--- config.mk ---
export PLATFORM = sky130hd
export DESIGN_NAME = accu_arb
export DESIGN_NICKNAME = d
export VERILOG_FILES = /design/src/rtl/accu_arb.sv
export SDC_FILE = /design/constraint.sdc
export NUM_CORES = 1
export LEC_CHECK = 0
export ABC_AREA = 1
export BUFFER_PORTS_ARGS = -buffer_cell sky130_fd_sc_hd__clkbuf_2
export CORE_MARGIN = 2
export CORE_UTILIZATION = 55
export DETAILED_ROUTE_END_ITERATION = 6
export PLACE_DENSITY = 0.82
export SYNTH_ARGS = -nofsm -noshare
export SYNTH_HDL_FRONTEND = slang
export SYNTH_SLANG_ARGS = --single-unit
--- constraint.sdc ---
create_clock -name clk -period 3.6 [get_ports clk]
set_clock_uncertainty 0.15 [all_clocks]
set_input_delay 0.18 -clock clk [delete_from_list [all_inputs] [get_ports clk]]
set_output_delay 0.18 -clock clk [all_outputs]
set_load 0.03 [all_outputs]
--- src/rtl/accu_arb.sv ---
// Round-robin arbiter that accumulates GROUP_LEN samples from the granted requester into one 10-bit sum.
// Optional stall timeout enabled by defining ACCU_ARB_TIMEOUT_EN.
module accu_arb #(
  parameter int GROUP_LEN   = 4,
  parameter int TIMEOUT_CYC = 16
) (
  input  logic        clk,
  input  logic        rst_n,
  input  logic [3:0]  req_valid,
  input  logic [31:0] req_data,
  output logic [3:0]  req_ready,
  output logic        out_valid,
  output logic [9:0]  out_data,
  output logic [1:0]  out_id,
  output logic        out_timeout,
  input  logic        out_ready,
  output logic        busy
);

  // state | meaning
  // IDLE  | no group open; arbitrate among req_valid
  // ACC   | accepting samples from grant
  // OUT   | holding result until out_ready
  typedef enum logic [1:0] {IDLE, ACC, OUT} state_t;

  if (GROUP_LEN < 1 || GROUP_LEN > 4) begin : g_bad_group_len
    $error("accu_arb: GROUP_LEN must be 1..4");
  end
  if (TIMEOUT_CYC < 1 || TIMEOUT_CYC > 255) begin : g_bad_timeout
    $error("accu_arb: TIMEOUT_CYC must be 1..255");
  end

  state_t      state;
  logic [9:0]  sum;
  logic [2:0]  count;
  logic [1:0]  grant;
  logic [1:0]  last_grant;
  logic [1:0]  pick;
  logic [1:0]  idx;
  logic [7:0]  gdata;
  logic [9:0]  sum_next;
  logic        xfer;
  logic        count_last;

  // Later iterations overwrite earlier ones, so k=1 (just after last_grant) wins.
  always_comb begin
    pick = last_grant;
    idx  = '0;
    for (int k = 4; k >= 1; k--) begin
      idx = last_grant + 2'(k);
      if (req_valid[idx]) pick = idx;
    end
  end

  assign gdata      = req_data[{grant, 3'b000} +: 8];
  assign sum_next   = sum + {2'b00, gdata};
  assign xfer       = (state == ACC) && req_valid[grant];
  assign count_last = (count == 3'(GROUP_LEN - 1));

  assign req_ready = (state == ACC) ? (4'b0001 << grant) : 4'b0000;
  assign busy      = (state != IDLE);

`ifdef ACCU_ARB_TIMEOUT_EN
  logic [7:0] stall;
  logic       timeout_q;
  logic       stall_hit;
  assign stall_hit   = (stall == 8'(TIMEOUT_CYC - 1));
  assign out_timeout = timeout_q;
`else
  assign out_timeout = 1'b0;
`endif

  always_ff @(posedge clk or negedge rst_n) begin
    if (!rst_n) begin
      state      <= IDLE;
      sum        <= '0;
      count      <= '0;
      grant      <= '0;
      last_grant <= 2'd3;
      out_valid  <= 1'b0;
      out_data   <= '0;
      out_id     <= '0;
`ifdef ACCU_ARB_TIMEOUT_EN
      stall      <= '0;
      timeout_q  <= 1'b0;
`endif
    end else begin
      case (state)
        IDLE: begin
          if (|req_valid) begin
            grant <= pick;
            sum   <= '0;
            count <= '0;
            state <= ACC;
`ifdef ACCU_ARB_TIMEOUT_EN
            stall <= '0;
`endif
          end
        end
        ACC: begin
          if (xfer) begin
            sum   <= sum_next;
            count <= count + 3'd1;
`ifdef ACCU_ARB_TIMEOUT_EN
            stall <= '0;
`endif
            if (count_last) begin
              state     <= OUT;
              out_valid <= 1'b1;
              out_data  <= sum_next;
              out_id    <= grant;
`ifdef ACCU_ARB_TIMEOUT_EN
              timeout_q <= 1'b0;
`endif
            end
          end
`ifdef ACCU_ARB_TIMEOUT_EN
          else if (stall_hit) begin
            state     <= OUT;
            out_valid <= 1'b1;
            out_data  <= sum;
            out_id    <= grant;
            timeout_q <= 1'b1;
          end else begin
            stall <= stall + 8'd1;
          end
`endif
        end
        OUT: begin
          if (out_ready) begin
            out_valid  <= 1'b0;
            last_grant <= grant;
            state      <= IDLE;
          end
        end
        default: state <= IDLE;
      endcase
    end
  end

endmodule

==> results of run 1 <==
==> through the flow <==
stage / hold WS, ps / setup slack, ps / utilization [%]
after global placement: 153 / 823 / 63.4
after floorplan: -266 / 1150 / -
after global routing: 259 / 412 / 66.7
final: 239 / 643 / 66.7
after detailed placement: 156 / 667 / 63.4
after CTS: 240 / 647 / 66.7
==> power by group <==
part | leakage [uW] | internal (uW) | switching, uW
sequential | 0.000402 | 521 | 164
clock | 0.0000541 | 205 | 141
combinational | 0.00107 | 570 | 1100
total | 0.00153 | 1300 | 1410
==> worst max-delay path by stage <==
stage	startpoint	to	slack (ps)	cells after the start
4_1_cts	grant[1]	sum[8]	650	13
5_1_grt	grant[1]	sum[9]	410	17
3_3_place_gp	grant[1]	sum[8]	820	13
6_report	grant[1]	sum[8]	640	13
3_5_place_dp	grant[1]	sum[8]	670	13
2_1_floorplan	grant[1]	sum[8]	1150	13
==> sequential cells by signal, indices dropped and copies added, names as in the netlist <==
name / count
state: 2
out_data: 10
grant: 2
last_grant: 2
out_id: 2
sum: 10
count: 3
out_valid: 1
==> synth_stat cells (all sizes together) <==
library cell,instances
nand2,132
nand3,41
inv,31
dfrtp,30
nor2,14
ha,10
a21oi,8
o21ai,8
a22oi,7
buf,7
xor2,3
clkbuf,2
dfstp,2
nor3,2
o22ai,2
a221oi,1
and3,1
clkinv,1
conb,1
fa,1
nand4,1
o21a,1
o31ai,1
xnor2,1
==> per-layer routing <==
layer	track usage [%]	vias up	part of all wire, %
li1	-	1100	-
met3	5.10	9	3.5
met2	48.3	42	55
met5	0	-	0
met1	29.6	1031	40
met4	8.00	0	1.6
==> final cells by class <==
cell class / count / area [um2] / area share, %
Multi-Input combinational cell: 235 / 1240 / 46.8
Tap cell: 50 / 62.6 / 2.36
Sequential cell: 32 / 803 / 30.3
Timing Repair Buffer: 58 / 300 / 11.3
Inverter: 32 / 133 / 5.00
Clock inverter: 3 / 42.5 / 1.61
Clock buffer: 5 / 68.8 / 2.60
==> worst min-delay path: stages <==
cell	delay, ps
clkbuf_2	130
nand2_2	80
nand4_4	80
nand2_1	50
nand2_1	60
nand2_1	50
==> repair_timing <==
action / in CTS / in global routing
hold endpoints to repair: 31 / 0
setup endpoints to repair: 0 / 0
hold buffers: 2 / 0
==> kinds of logic after synthesis <==
family | after synthesis
fa+ha+maj | 11
flops | 32
simple gates | 191
other cells | 1
compound gates | 28
buf+inv | 41
xor+xnor | 4
==> metrics.csv, run 1 <==
stage,metric,value,unit
worst_setup_path,R2R Setup Slk,640,ps
synth,share of the synthesized area in the top cell type,33.4,%
clock_tree,CTS tree,built,
synth,Synth area leaders,"dfrtp_1 33%, nand2_1 20%, nand3_1 8.9%",
clock_tree,Clock Sinks,32,
floorplanning,Die Y,67.9,um
worst_setup_path,crit-path cells,"nand2_4, clkinv_4, nand2_1, nand3_1, ha_1, inv_1, fa_1, o21ai_0, nand2_1, nand3_1, nand2_1, nand2_1, nand2_1",
synth,top cell type by total area after synthesis,dfrtp_1,
finish,Final Cell Area,2650,um2
worst_setup_path,WP data arrival,2980,ps
synth,Post-Syn Instances,308,
worst_setup_path,Worst Setup End Kind,flop,
sta,setup_tns,0,ps
worst_setup_path,delay of the slowest cell on the worst path,810,ps
placement,DP HPWL,4040,um
placement,dpl cell area,2520,um2
global_routing,GRT Util Overall,26.0,%
worst_setup_path,RR Endpoint,sum[8],
worst_setup_path,most frequent CP cell,nand2_1,
worst_setup_path,maximum fanout along the worst path,15,
clock_tree,CTS resizes,0,
sta,period utilization,82.1,%
finish,fill count,354,
sta,final setup vio count,0,
synth,Mapped Area,2250,um2
synth,synthesized area per cell,7.30,um2
global_routing,gr ovfl total,0,
clock_tree,clk slew on worst S/H paths,70,ps
sta,fmax,0.338,GHz
drt,Pre-antenna DRT Iters,4,
floorplanning,Initial Util,56.6,%
synth,post-synthesis adder-cell area fraction,6.46,%
drt,post-route ant nets,0,
floorplanning,die area,4620,um2
job,max-cap viol count,0,
synth,post-synthesis xor/xnor area fraction,1.56,%
clock_tree,# Post-CTS Setup Buffers,0,
power,peak supply drop,0.561,mV
clock_tree,H-tree Lvls,2,
clock_tree,Longest Clk Path Bufs,2,
drt,drt wl/cell,13.1,um
placement,Final GP Congestion,0.903,
floorplanning,io pins,58,
drt,via count,2182,
worst_setup_path,Critical Path RT,3620,ps
worst_setup_path,worst r2r src,grant[1],
finish,area delta synth->final,17.9,%
worst_hold_path,class of the worst hold path,input port to flop,
drt,DRC Markers,0,
synth,main combinational cell family by area after synthesis,simple AND/OR/NAND/NOR gates,
synth,Synth Net Count,358,
synth,register area share after synthesis,35.7,%
worst_setup_path,Setup CP Type,flop to flop,
power,"Power, Total",2710,uW
clock_tree,Worst-Skew Late Latency,280,ps
synth,number of distinct library cells after synthesis,33,
finish,"commonest non-fill, non-tap cells in the layout","118 x nand2_1, 56 x clkbuf_2, 40 x nand3_1, 30 x dfrtp_1, 26 x inv_1",
worst_setup_path,crit path launch type,flop,
floorplanning,Die W,67.9,um
power,power density over the cells,1020,nW/um2
finish,share of layout cells above drive strength 1,24.9,%
synth,compound-cell area share of the yosys netlist,7.68,%
worst_setup_path,Reg2Reg Depth,13,
power,Leak Pwr,0.00153,uW
worst_hold_path,Hold Path End,state[0],
placement,IO Port Bufs,56,
sta,Max Slew Vio Count,0,
sta,RSZ-0062 raised after global routing,false,
sta,slew at the pin with the worst max-slew slack,802,ps
synth,Yosys warning count,0,
placement,placed cell count,405,
floorplanning,site row count,23,
worst_setup_path,CP top delay family,flip-flops,
global_routing,largest net degree at the start of global routing,33,
clock_tree,Root Driver,clkbuf_8,
clock_tree,CTS Buf Count,5,
sta,Final Hold Fails,0,
synth,Synth Register Bits,32,
sta,min Tclk post-route,2960,ps
finish,Final nets,414,
floorplanning,core area,3970,um2
drt,Via density,5.26,
synth,multiplexer area fraction after synthesis,0,%
worst_setup_path,WP buf/inv,2,
global_routing,initial antenna violation count,0,
sta,Slew headroom,46.5,%
finish,ANT cells,0,
finish,"most common cell after layout, fill and taps aside",nand2_1,
worst_hold_path,hold path start,req_valid[1],
worst_setup_path,critical path's slowest cell,dfrtp_1,
worst_hold_path,worst hold path depth,6,
synth,Synth Area in Simple Gates,39.3,%
global_routing,number of global-route vias before repair,2090,
outcome,outcome,completed,
drt,Routed WL,5430,um
global_routing,global-route wire length before repair,9010,um
drt,DRT iter0 DRCs,90,
finish,"non-filler cells, final",415,
No activity file was read; power rests on OpenSTA's default activity.
==> inputs of run 2 (changes only) <==
Settings changed: CORE_UTILIZATION 55 to 53, PLACE_DENSITY 0.82 to 0.8.
Clock period 3.6 ns to 3.05 ns, I/O delays scaled along.
==> run 2 against run 1 <==
  * Sequential share of layout area rose by 0.076 points
  * Non-clock buffer count unchanged
  * First-iteration DRC count up 21%
  * Clock-buffer cell count grew 1
  * Sequential power rose by 18%
  * Utilization down 1.0 points
  * Die area rose by 3.5%
  * Combinational power increased by 17%
  * Clock power increased by 16%
  * Global-route usage fell by 1.4 points
  * Via count fell by 1.3%
  * Flip-flop and latch count stayed put
  * Highest routed layer unchanged
==> metrics.csv, run 2 (synthesized netlist as in run 1, its figures left out) <==
stage,metric,value,unit
global_routing,global-route wire length before repair,9490,um
clock_tree,H-tree Lvls,2,
clock_tree,Clock Sinks,32,
global_routing,GRT Max-Usage Layer,met2,
global_routing,GRT Util Overall,24.5,%
placement,IO Port Bufs,56,
worst_hold_path,class of the worst hold path,input port to flop,
drt,via count,2153,
worst_setup_path,Critical Path RT,3070,ps
sta,min Tclk post-route,2800,ps
worst_setup_path,crit-path cells,"nand2_4, inv_4, a22oi_1, nand3_1, ha_1, inv_1, fa_1, o21ai_0, nand2_1, nand3_1, nand2_1, nand2_1, nand2_1",
clock_tree,CTS Buf Count,5,
sta,Max Slew Vio Count,0,
sta,RSZ-0062 raised after global routing,false,
sta,Slew headroom,46.7,%
sta,fmax,0.357,GHz
worst_setup_path,most frequent CP cell,nand2_1,
drt,drt wl/cell,12.6,um
finish,"most common cell after layout, fill and taps aside",nand2_1,
finish,biggest regs,"out_data: 10 flops, sum: 10 flops, count: 3 flops",
worst_setup_path,critical path's slowest cell,dfrtp_1,
global_routing,gr ovfl total,0,
floorplanning,Initial Util,55.8,%
drt,DRC Markers,0,
finish,Final nets,414,
global_routing,met3 Track Usage GR,5.85,%
sta,period utilization,91.8,%
floorplanning,Die W,69.1,um
clock_tree,CTS tree,built,
global_routing,number of global-route vias before repair,2162,
clock_tree,Worst-Skew Late Latency,290,ps
placement,DP HPWL,4080,um
placement,pre-CTS setup slack,154,ps
drt,Pre-antenna DRT Iters,4,
power,Leak Pwr,0.00153,uW
global_routing,met1 global-route usage,28.0,%
drt,post-route ant nets,0,
floorplanning,site row count,23,
clock_tree,clk slew on worst S/H paths,60,ps
finish,Final Core Density,65.7,%
finish,"commonest non-fill, non-tap cells in the layout","118 x nand2_1, 56 x clkbuf_2, 40 x nand3_1, 29 x dfrtp_1, 26 x inv_1",
drt,Routed WL,5230,um
global_routing,largest net degree at the start of global routing,33,
drt,Via density,5.19,
sta,setup_tns,0,ps
sta,final setup vio count,0,
outcome,outcome,completed,
floorplanning,core area,4030,um2
finish,area delta synth->final,17.8,%
finish,share of layout cells above drive strength 1,24.9,%
worst_setup_path,Setup CP Type,flop to flop,
clock_tree,Root Driver,clkbuf_8,
placement,Final GP Congestion,0.890,
clock_tree,Longest Clk Path Bufs,2,
global_routing,initial antenna violation count,0,
worst_setup_path,maximum fanout along the worst path,9,
sta,slew at the pin with the worst max-slew slack,800,ps
floorplanning,Die Y,69.1,um
floorplanning,die area,4780,um2
sta,final worst setup slack,251,ps
worst_setup_path,Worst Setup End Kind,flop,
sta,Final Hold Fails,0,
drt,DRT iter0 DRCs,109,
global_routing,met2 GRT Util,44.2,%
job,max-cap viol count,0,
worst_setup_path,WP data arrival,2820,ps
floorplanning,io pins,58,
power,power density over the cells,1200,nW/um2
power,peak supply drop,0.732,mV
finish,ANT cells,0,
worst_setup_path,crit path launch type,flop,
worst_setup_path,delay of the slowest cell on the worst path,680,ps
## run 2: changes by cell type in the layout (fill, tap and decap cells not counted)
cell	delta
dfrtp_1	-1
clkinvlp_4	-1
dfrtp_2	+1
clkbuf_1	+1
## run 2: worst max-delay path, delay by kind of cell (launching register included)
| family | cells | cell delay [ps] |
|---|---|---|
| buffers and inverters | 2 | 180 |
| AND/OR/NAND/NOR | 7 | 600 |
| adder cells (fa/ha/maj) | 2 | 630 |
| flip-flops | 1 | 680 |
| AO/OA/AOI/OAI | 2 | 430 |
## run 2: cell type report
cell class	count	area, um2
repair buffers	58	300
clock buffers	6	72.6
multi-input cells	235	1240
clock inverters	2	35.0
well taps	50	62.6
flip-flops and latches	32	805
inverters	32	133
fillers	376	1380
## run 2: final timing paths
path,slack (ps),cells past startpoint,to,from
worst min register to register,310,1,state[1],state[0]
min in group asynchronous,330,2,out_data[5],rst_n
worst min-delay path,180,6,state[0],req_valid[1]
max in group asynchronous,1860,2,grant[1],rst_n
worst max register to register,250,13,sum[8],grant[0]
worst max-delay path,250,13,sum[8],grant[0]
## run 2: layer usage
| metal | vias to the layer above | wire length, um |
|---|---|---|
| met2 | 37 | 2770 |
| met3 | 14 | 184 |
| met1 | 998 | 2160 |
| met4 | 0 | 113 |
| met5 | - | 0 |
| li1 | 1104 | - |
## run 2: timing repair
action                     CTS  global route
resized for setup            0             1
setup endpoints to repair    0             7
buffers inserted             0             0
hold endpoints to repair    31             0
hold buffers                 2             0
## run 2: through the flow
step | hold slack [ps] | cells | total power [uW] | cell area, um2
finish | 178 | 415 | 3170 | 2650
global route | 196 | 415 | 3520 | 2650
CTS | 175 | 415 | 3190 | 2650
detailed placement | 130 | 405 | 2780 | 2520
global placement | 117 | 405 | 2720 | 2520
floorplan | -293 | 308 | 2360 | 2250
## run 2: power by group
group / switching (uW) / leakage (uW) / internal, uW / total [uW]
Combinational: 1290 / 0.00107 / 671 / 1960
Sequential: 192 / 0.000401 / 616 / 808
Clock: 157 / 0.0000552 / 242 / 400
